File: src/rtl/imem_writer.sv
// imem_writer
// Write-side loader for the instruction memory. Takes a program as a stream of
// bytes (valid/ready), packs every four bytes big-endian into a 32-bit word and
// writes it at consecutive word-aligned byte addresses starting at base_addr.
//
// Ports
//   clk, rst_n            clock (rising edge), asynchronous active-low reset
//   start                 begin a load (only looked at while idle)
//   base_addr, len        byte address of first word / number of words, taken with start
//   byte_in, byte_valid   stream byte and its valid
//   byte_ready            a byte is accepted on this edge if byte_valid is also high
//   wr_en/wr_addr/wr_data memory write port; addr/data hold last write while wr_en=0
//   busy                  load in progress (processor held off)
//   done                  one-cycle pulse at end of a load
//   error                 one-cycle pulse when a start is rejected
module imem_writer #(
  parameter int DEPTH = 256,
  parameter int LEN_W = 16
) (
  input  logic             clk,
  input  logic             rst_n,
  input  logic             start,
  input  logic [31:0]      base_addr,
  input  logic [LEN_W-1:0] len,
  input  logic [7:0]       byte_in,
  input  logic             byte_valid,
  output logic             byte_ready,
  output logic             wr_en,
  output logic [31:0]      wr_addr,
  output logic [31:0]      wr_data,
  output logic             busy,
  output logic             done,
  output logic             error
);

  localparam logic [1:0] S_IDLE    = 2'd0;
  localparam logic [1:0] S_COLLECT = 2'd1;
  localparam logic [1:0] S_WRITE   = 2'd2;
  localparam logic [1:0] S_DONE    = 2'd3;

  // Range check width: 30-bit word index plus LEN_W-bit count cannot overflow.
  localparam int SW = LEN_W + 31;

  logic [1:0]       state_q,      state_d;
  logic [31:0]      cur_addr_q,   cur_addr_d;
  logic [LEN_W-1:0] words_left_q, words_left_d;
  logic [1:0]       cnt_q,        cnt_d;
  logic [23:0]      word_q,       word_d;   // first three bytes of the word, MSB first
  logic [31:0]      wr_addr_q,    wr_addr_d;
  logic [31:0]      wr_data_q,    wr_data_d;
  logic             error_q,      error_d;

  logic [SW-1:0]    end_word;
  logic             range_bad;
  logic             misaligned;

  assign end_word   = SW'(base_addr[31:2]) + SW'(len);
  assign range_bad  = end_word > SW'(DEPTH);
  assign misaligned = base_addr[1:0] != 2'b00;

  always_comb begin
    state_d      = state_q;
    cur_addr_d   = cur_addr_q;
    words_left_d = words_left_q;
    cnt_d        = cnt_q;
    word_d       = word_q;
    wr_addr_d    = wr_addr_q;
    wr_data_d    = wr_data_q;
    error_d      = 1'b0;

    case (state_q)
      S_IDLE: begin
        if (start) begin
          if (misaligned || range_bad) begin
            error_d = 1'b1;
          end else if (len == '0) begin
            state_d = S_DONE;
          end else begin
            cur_addr_d   = base_addr;
            words_left_d = len;
            cnt_d        = 2'd0;
            state_d      = S_COLLECT;
          end
        end
      end
      S_COLLECT: begin
        // byte_ready is high throughout COLLECT, so valid alone means accept.
        if (byte_valid) begin
          cnt_d  = cnt_q + 2'd1;
          word_d = {word_q[15:0], byte_in};
          if (cnt_q == 2'd3) begin
            // Register the write port directly so it holds after the write cycle.
            wr_data_d = {word_q, byte_in};
            wr_addr_d = cur_addr_q;
            state_d   = S_WRITE;
          end
        end
      end
      S_WRITE: begin
        cur_addr_d   = cur_addr_q + 32'd4;
        words_left_d = words_left_q - LEN_W'(1);
        state_d      = (words_left_q == LEN_W'(1)) ? S_DONE : S_COLLECT;
      end
      default: begin // S_DONE
        state_d = S_IDLE;
      end
    endcase
  end

  always_ff @(posedge clk or negedge rst_n) begin
    if (!rst_n) begin
      state_q      <= S_IDLE;
      cur_addr_q   <= '0;
      words_left_q <= '0;
      cnt_q        <= '0;
      word_q       <= '0;
      wr_addr_q    <= '0;
      wr_data_q    <= '0;
      error_q      <= 1'b0;
    end else begin
      state_q      <= state_d;
      cur_addr_q   <= cur_addr_d;
      words_left_q <= words_left_d;
      cnt_q        <= cnt_d;
      word_q       <= word_d;
      wr_addr_q    <= wr_addr_d;
      wr_data_q    <= wr_data_d;
      error_q      <= error_d;
    end
  end

  // Control outputs are pure state decodes, so reset clears them immediately.
  assign byte_ready = state_q == S_COLLECT;
  assign wr_en      = state_q == S_WRITE;
  assign done       = state_q == S_DONE;
  assign busy       = state_q != S_IDLE;
  assign wr_addr    = wr_addr_q;
  assign wr_data    = wr_data_q;
  assign error      = error_q;

endmodule

File: config.mk
export PLATFORM = sky130hd
export DESIGN_NAME = imem_writer
export DESIGN_NICKNAME = d
export VERILOG_FILES = /design/src/rtl/imem_writer.sv
export SDC_FILE = /design/constraint.sdc
export NUM_CORES = 1
export LEC_CHECK = 0
export CORE_MARGIN = 3
export CORE_UTILIZATION = 54
export DETAILED_ROUTE_END_ITERATION = 12
export MAX_ROUTING_LAYER = met4
export PLACE_DENSITY = 0.86
export SLEW_MARGIN = 20
export SYNTH_ARGS = -nofsm -noshare
export SYNTH_HDL_FRONTEND = slang
export SYNTH_SLANG_ARGS = --single-unit
File: constraint.sdc
create_clock -name clk -period 3.02 [get_ports clk]
set_clock_uncertainty 0.1 [all_clocks]
set_input_delay 0.604 -clock clk [delete_from_list [all_inputs] [get_ports clk]]
set_output_delay 0.604 -clock clk [all_outputs]
set_load 0.05 [all_outputs]
* After elaboration in Yosys (flattened, before gate mapping)
Index checks and enable logic that the tools add are counted.
** Storage, ports and cells
- Latch bits :: 0
- Register bits :: 141
- Input bits :: 60
- Logic and storage cells :: 58
- Bits in writable memories :: 0
- Memory bits (read-only) :: 0
- Output and inout port bits :: 69
- Memories kept :: 0
** Operators by class
- Equality and inequality tests :: 10
- Add/subtract/negate cells :: 4
- Bitwise logic cells :: 0
- Shifts and indexed selects :: 0
- Div/mod/pow operators :: 0
- Magnitude comparators :: 1
- $mul :: 0
- Reductions and logical operators :: 12
- Multiplexer cells :: 23
** Operator list (count)
- 32-bit 2-to-1 mux :: 3
- 32-bit one-hot mux with 2 select lines :: 1
- 16-bit 2-to-1 mux :: 3
- 32-bit by 3-bit adder with 32-bit output (second input constant) :: 1
- 16-bit one-hot mux with 2 select lines :: 1
- 30-bit by 16-bit adder with 31-bit output :: 1
- 31-bit by 9-bit > comparator with 1-bit output (second input constant) :: 1
- 2-bit 2-to-1 mux :: 10
- 16-bit by 1-bit == test with 1-bit output (second input constant) :: 1
- 16-bit logical NOT :: 1
- 16-bit by 1-bit subtractor with 16-bit output (second input constant) :: 1
- 2-bit != test (second input constant) :: 4
- 4-bit AND reduction :: 2
- 2-bit nonzero test :: 4
- 2-bit == test (second input constant) :: 3
- 2-bit one-hot mux with 3 select lines :: 1
- 5-bit AND reduction :: 1
- 2-bit one-hot mux with 2 select lines :: 1
- 1-bit 2-to-1 mux :: 3
- 3-bit AND reduction :: 1
- 2-bit by 1-bit adder with 2-bit output (second input constant) :: 1
- 2-bit by 1-bit == test with 1-bit output (second input constant) :: 1
- 2-bit logical NOT :: 1
- 2-bit by 1-bit != test with 1-bit output (second input constant) :: 1
- 2 further kinds :: 2

* Depth between registers and ports, before layout
- Depth after elaboration :: 6
- Mapped depth :: 12
- Mapped depth without buffers :: 11

* Least setup slack after synthesis
No wires, ideal clock.
- Path type :: input to register
- Start :: input port base_addr[2]
- End :: register cur_addr_q[13]
- Library setup time :: 0.130 ns
- Path buffers :: 1
- Arrival :: 3.536 ns
- Setup slack :: -0.746 ns
- Cell stages on the path :: 12
- Data required time :: 2.790 ns
- Path through :: ha_1 -> fa_1 -> a21o_1 -> a221o_1 -> a311oi_2 -> a21oi_1 -> mux2i_1 -> a2111oi_4 -> nand3_2 -> buf_2 -> a22oi_1 -> o22ai_1
** Between the ends
- Cells in the longest elaborated chain, start to end :: 5
** RTL lines
- start, declared :: line 23 : input logic [31:0] base_addr,
- 30-bit by 16-bit adder with 31-bit output :: line 57 : assign end_word = SW'(base_addr[31:2]) + SW'(len);
- 31-bit by 9-bit > comparator with 1-bit output :: line 58 : assign range_bad = end_word > SW'(DEPTH);
- 1-bit logical OR :: line 74 : if (misaligned || range_bad) begin
- 2-bit != test (no source line)
- 4-bit AND reduction (no source line)
- end signal, assigned :: line 122 : cur_addr_q <= cur_addr_d;
- end, declared :: line 45 : logic [31:0] cur_addr_q, cur_addr_d;
Every way passes these cells.
A chain may end at the register's enable or synchronous reset.

* Worst setup path after layout
- Start :: input port len[5]
- End :: register cur_addr_q[29]
** Between the ends
- Cells in the longest elaborated chain, start to end :: 5
- Elaborated cells between the ends (all ways) :: 7
- Those cells by class :: add/sub (1); order compare (1); eq/ne (2); reduce/logical (3)
** RTL lines
- start, declared :: line 24 : input logic [LEN_W-1:0] len,
- 30-bit by 16-bit adder with 31-bit output :: line 57
- 31-bit by 9-bit > comparator with 1-bit output :: line 58
- 1-bit logical OR :: line 74
- 2-bit != test (no source line)
- 4-bit AND reduction (no source line) *
Mark *: on every way between the ends. The rest lies on a longest branch, timed or not.

==> results.txt <==
The cell internal power dissipation came out at ~6 mW. The worst reg2reg path depth is 9. For this run, the slowest stage of the critical path takes about 0.38 ns.

The total routing usage reported by global routing is a little under two fifths. After routing, the total negative slack on setup checks comes to -31.79 ns. The via count of the first global-routing pass came out at roughly 8400.

The horizontal die dimension came out at about 130 um. The number of pins exceeding their max-slew limit in the final report is 0. Setup repair after global routing could not meet its margin everywhere. The detail route stage leaves a number of antenna-violating nets equal to 0.

The final wirelength came out at 32400 um. The clock transition time at the flip-flop clock pins of the worst setup and hold paths is around 0.06 ns. In the layout the commonest cells are buf_4, dfrtp_1, clkdlybuf4s50_1, mux2_2, nand2_1. The post-route netlist has 38.8% of its cells at a drive strength greater than 1.

Of all nets on the critical path, the largest fanout is 6. The endpoint arrival time on the critical path came out at between 3 and 4 ns. The tightest min-delay check is of the in2async type. The setup-violating endpoint count in the final report is 53. The end-of-flow core utilization came out at between 80% and 90%. The switching part of the total is roughly 45%. The startpoint identified for the worst register-to-register timing path is cur_addr_q[12].

The largest net degree at the start of global routing is between 60 and 70. The post-synthesis register bit count is about 140. TritonCTS built the clock tree. The least setup slack across all paths after layout came out at -0.734 ns. The worst register-to-register path ends at cur_addr_q[30].

The initial antenna violation count came to 0. The worst setup path is launched from a primary input. The worst path required time is 3.22 ns. Leaving out fill and tap cells, the most frequent cell in the layout is buf_4. With fillers left out, the area of the finished cells amounts to between 10000 and 15000 um2.

The count of placed standard cells in the final layout, fillers left out is about 1300. The cell that appears most often on the critical path is buf_4. The part of the power in combinational logic came out at slightly above 50%. The cell chosen for the clock root is clkbuf_16. The half-perimeter wire length after detailed placement is approximately 19000 um.

The detailed-routing iteration count for the pre-antenna-repair pass came out at 9. The clock reaches the later pin of the worst-skew pair after between 0.4 and 0.5 ns. Final hold analysis gives a worst-case slack of -0.0149 ns. The layout has roughly 640 filler cells. Based on the critical path, the design can be clocked at up to roughly 270 MHz.

The maximum number of buffers from clock root to sink came out at 2. Measured against its own limit, the worst slew margin works out to approximately 34%. The checks that failed: negative hold slack, negative setup slack. The via total after detailed routing came out at around 8600. The slew of the pin with the lowest slew margin came out at 0.983 ns. The flow ran to the end, but the final reports show violations. Across all register-to-register paths, the minimum setup slack is -0.07 ns.

Yosys mapped the design onto 74 distinct sky130hd cell types. The starting density of the core came out at about 56%. The cell total after placement is 1202. The power per unit of standard cell area is 930 nW/um2. The summed instance area of the synthesized netlist is between 7000 and 8000 um2. The DRC violation total after the first TritonRoute iteration is roughly 1400. The clock buffer count from CTS came out at 17.

Buffers placed on the I/O ports in this run total roughly 130. After synthesis, the share of flip-flops with an asynchronous set or reset is 100%. The number of enable flip-flop cells after synthesis came out at 0. During synthesis, Yosys emitted a total of 0 warnings. The net count of the mapped netlist is about 850. The post-synthesis cell count came out at a little under 800. The static leakage came out at 5.20 nW. For the finished layout, the period the worst path requires is approximately 3.8 ns. The total number of nets in the final design came out at 1146. Relative to the synthesized area, the layout overhead comes to 53.7%. For this run, design rule violations remaining after detail routing come to 0. The peak supply drop came out at around 0.90 mV. The detailed-route wire length per cell came out at about 26 um. The part of the power in the clock network came out at between 10% and 20%. The number of H-tree branching levels came out at 4.

The share of total power dissipated in sequential elements is around 30%. The count of standard-cell rows is 43. The first global-routing pass estimated between 40000 and 50000 um of wire. The die area is ~16000 um2. The total power consumption of the routed design came out at 11.2 mW.

The slowest cell on the critical path is mux2_2. Across the run, the number of max-cap violations was 0. The worst setup path is of the in2reg kind. The worst setup path is captured at a flip-flop. The number of antenna diodes in the final layout is 0.

The flip-flop cell with the highest count after synthesis is dfrtp_1. The switching power of the nets is 5.06 mW. The clock drives about 140 sinks. After detailed placement, the total cell area comes to ~11000 um2. Before CTS, the worst setup slack after placement is -1.67 ns. Sequential cells were found to cover between 40 and 50% of the synthesized design area. The mean cell area of the mapped netlist is 10.2 um2. The aggregate global routing overflow came out at 0. For this design the top-level I/O count stands at 129. The area of the core region came out at 14000 um2. The count of final hold-check violations is 18. The post-route clock period utilization is 124%. The height of the chip came out at ~130 um.

The placer's final routability congestion estimate is 0.976. Traced cell by cell, the critical path runs through dlygate4sd2_1 -> ha_1 -> buf_4 -> buf_4 -> o21a_1 -> o21ai_1 -> o31ai_1 -> o21ba_2 -> mux2_2 -> nor4b_4 -> buf_4 -> and2_4 -> buf_4 -> a21oi_4 -> buf_6 -> o22a_1. The post-detailed-route via-to-cell ratio is 6.82.
==> layer usage <==
metal / vias to the layer above / routed length [um] / GRT usage, %
met4: 0 / 2610 / 17.3
met1: 4076 / 11100 / 44.6
met5: - / 0 / -
met3: 270 / 3750 / 8.88
met2: 721 / 14900 / 59.4
li1: 3510 / - / -
==> layout make-up <==
type	count	area, um2	area share, %
multi-input cells	569	4790	39.7
flip-flops and latches	141	3530	29.2
repair buffers	310	2810	23.3
clock buffers	20	457	3.78
well taps	180	225	1.86
clock inverters	12	149	1.23
inverters	26	110	0.912
==> worst max path at each step <==
stage / from / endpoint / slack [ns] / depth (start not counted)
floorplan: base_addr[2] / words_left_q[0] / -0.63 / 11
CTS: len[0] / words_left_q[9] / -0.57 / 15
detailed placement: base_addr[2] / words_left_q[15] / -1.67 / 13
global placement: base_addr[2] / words_left_q[15] / -1.65 / 13
global route: base_addr[12] / words_left_q[9] / -0.87 / 16
finish: len[5] / cur_addr_q[29] / -0.73 / 16
==> Yosys cell counts, types with 3 or more instances <==
master	number	area share, %
a211o_1	4	0.45
a211oi_1	8	0.76
a21boi_0	3	0.29
a21o_1	7	0.67
a21oi_1	64	4.1
a221o_1	5	0.64
a22oi_1	5	0.48
a2bb2oi_1	8	0.89
a31oi_1	9	0.72
and2_1	9	0.72
and3_1	17	1.4
and4_1	5	0.56
buf_2	10	0.64
clkbuf_1	26	1.2
dfrtp_1	141	45
ha_1	20	3.2
inv_1	25	1.2
mux2_2	85	12
mux2i_1	3	0.38
nand2_1	45	2.1
nand2b_1	7	0.56
nand3_1	39	2.5
nand4_1	10	0.80
nor2_1	46	2.2
nor2b_1	3	0.24
nor3_1	18	1.1
nor4_1	9	0.72
o211ai_1	10	0.96
o21a_1	6	0.57
o21ai_0	33	2.1
o21ba_2	3	0.38
o221ai_1	4	0.45
o22a_1	12	1.3
o22ai_1	8	0.64
o31ai_1	3	0.29
or3_1	4	0.32
xnor2_1	3	0.33
xor2_1	7	0.78
==> kinds of logic after synthesis <==
family | Yosys count | share of synthesized area (%)
multiplexers | 88 | 12.6
AO/OA/AOI/OAI | 222 | 19.7
XOR/XNOR | 10 | 1.11
adder cells (fa/ha/maj) | 21 | 3.44
AND/OR/NAND/NOR | 225 | 14.9
buffers and inverters | 64 | 3.36
flip-flops | 141 | 44.9
==> state kept, by name (all words and copies together), names as in the netlist <==
| register | flops |
|---|---|
| wr_addr | 32 |
| error | 1 |
| state_q | 2 |
| wr_data | 32 |
| cur_addr_q | 32 |
| words_left_q | 16 |
| word_q | 24 |
| cnt_q | 2 |
==> what timing repair did <==
action,4_1_cts,5_1_grt
resized for setup,93,89
setup buffers,10,10
endpoints found under the setup margin,53,54
gates cloned,1,4
hold buffers,0,0
pin swaps,21,44
==> critical path: cells and delay by family <==
family | cells | cell delay (ns)
muxes | 1 | 0.38
and+or+nand+nor | 2 | 0.47
buffers and inverters | 6 | 1.04
AOI/OAI and AO/OA | 6 | 1.15
adders and majority gates | 1 | 0.31
==> power by group through the flow <==
stage	clock [mW]	sequential, mW	combinational [mW]
floorplan	0	4.21	1.98
global placement	0	3.18	4.71
detailed placement	0	3.27	4.86
CTS	2.17	3.28	5.12
global route	2.27	3.41	5.85
finish	2.19	3.37	5.67
No activity file was read; power rests on OpenSTA's default activity.
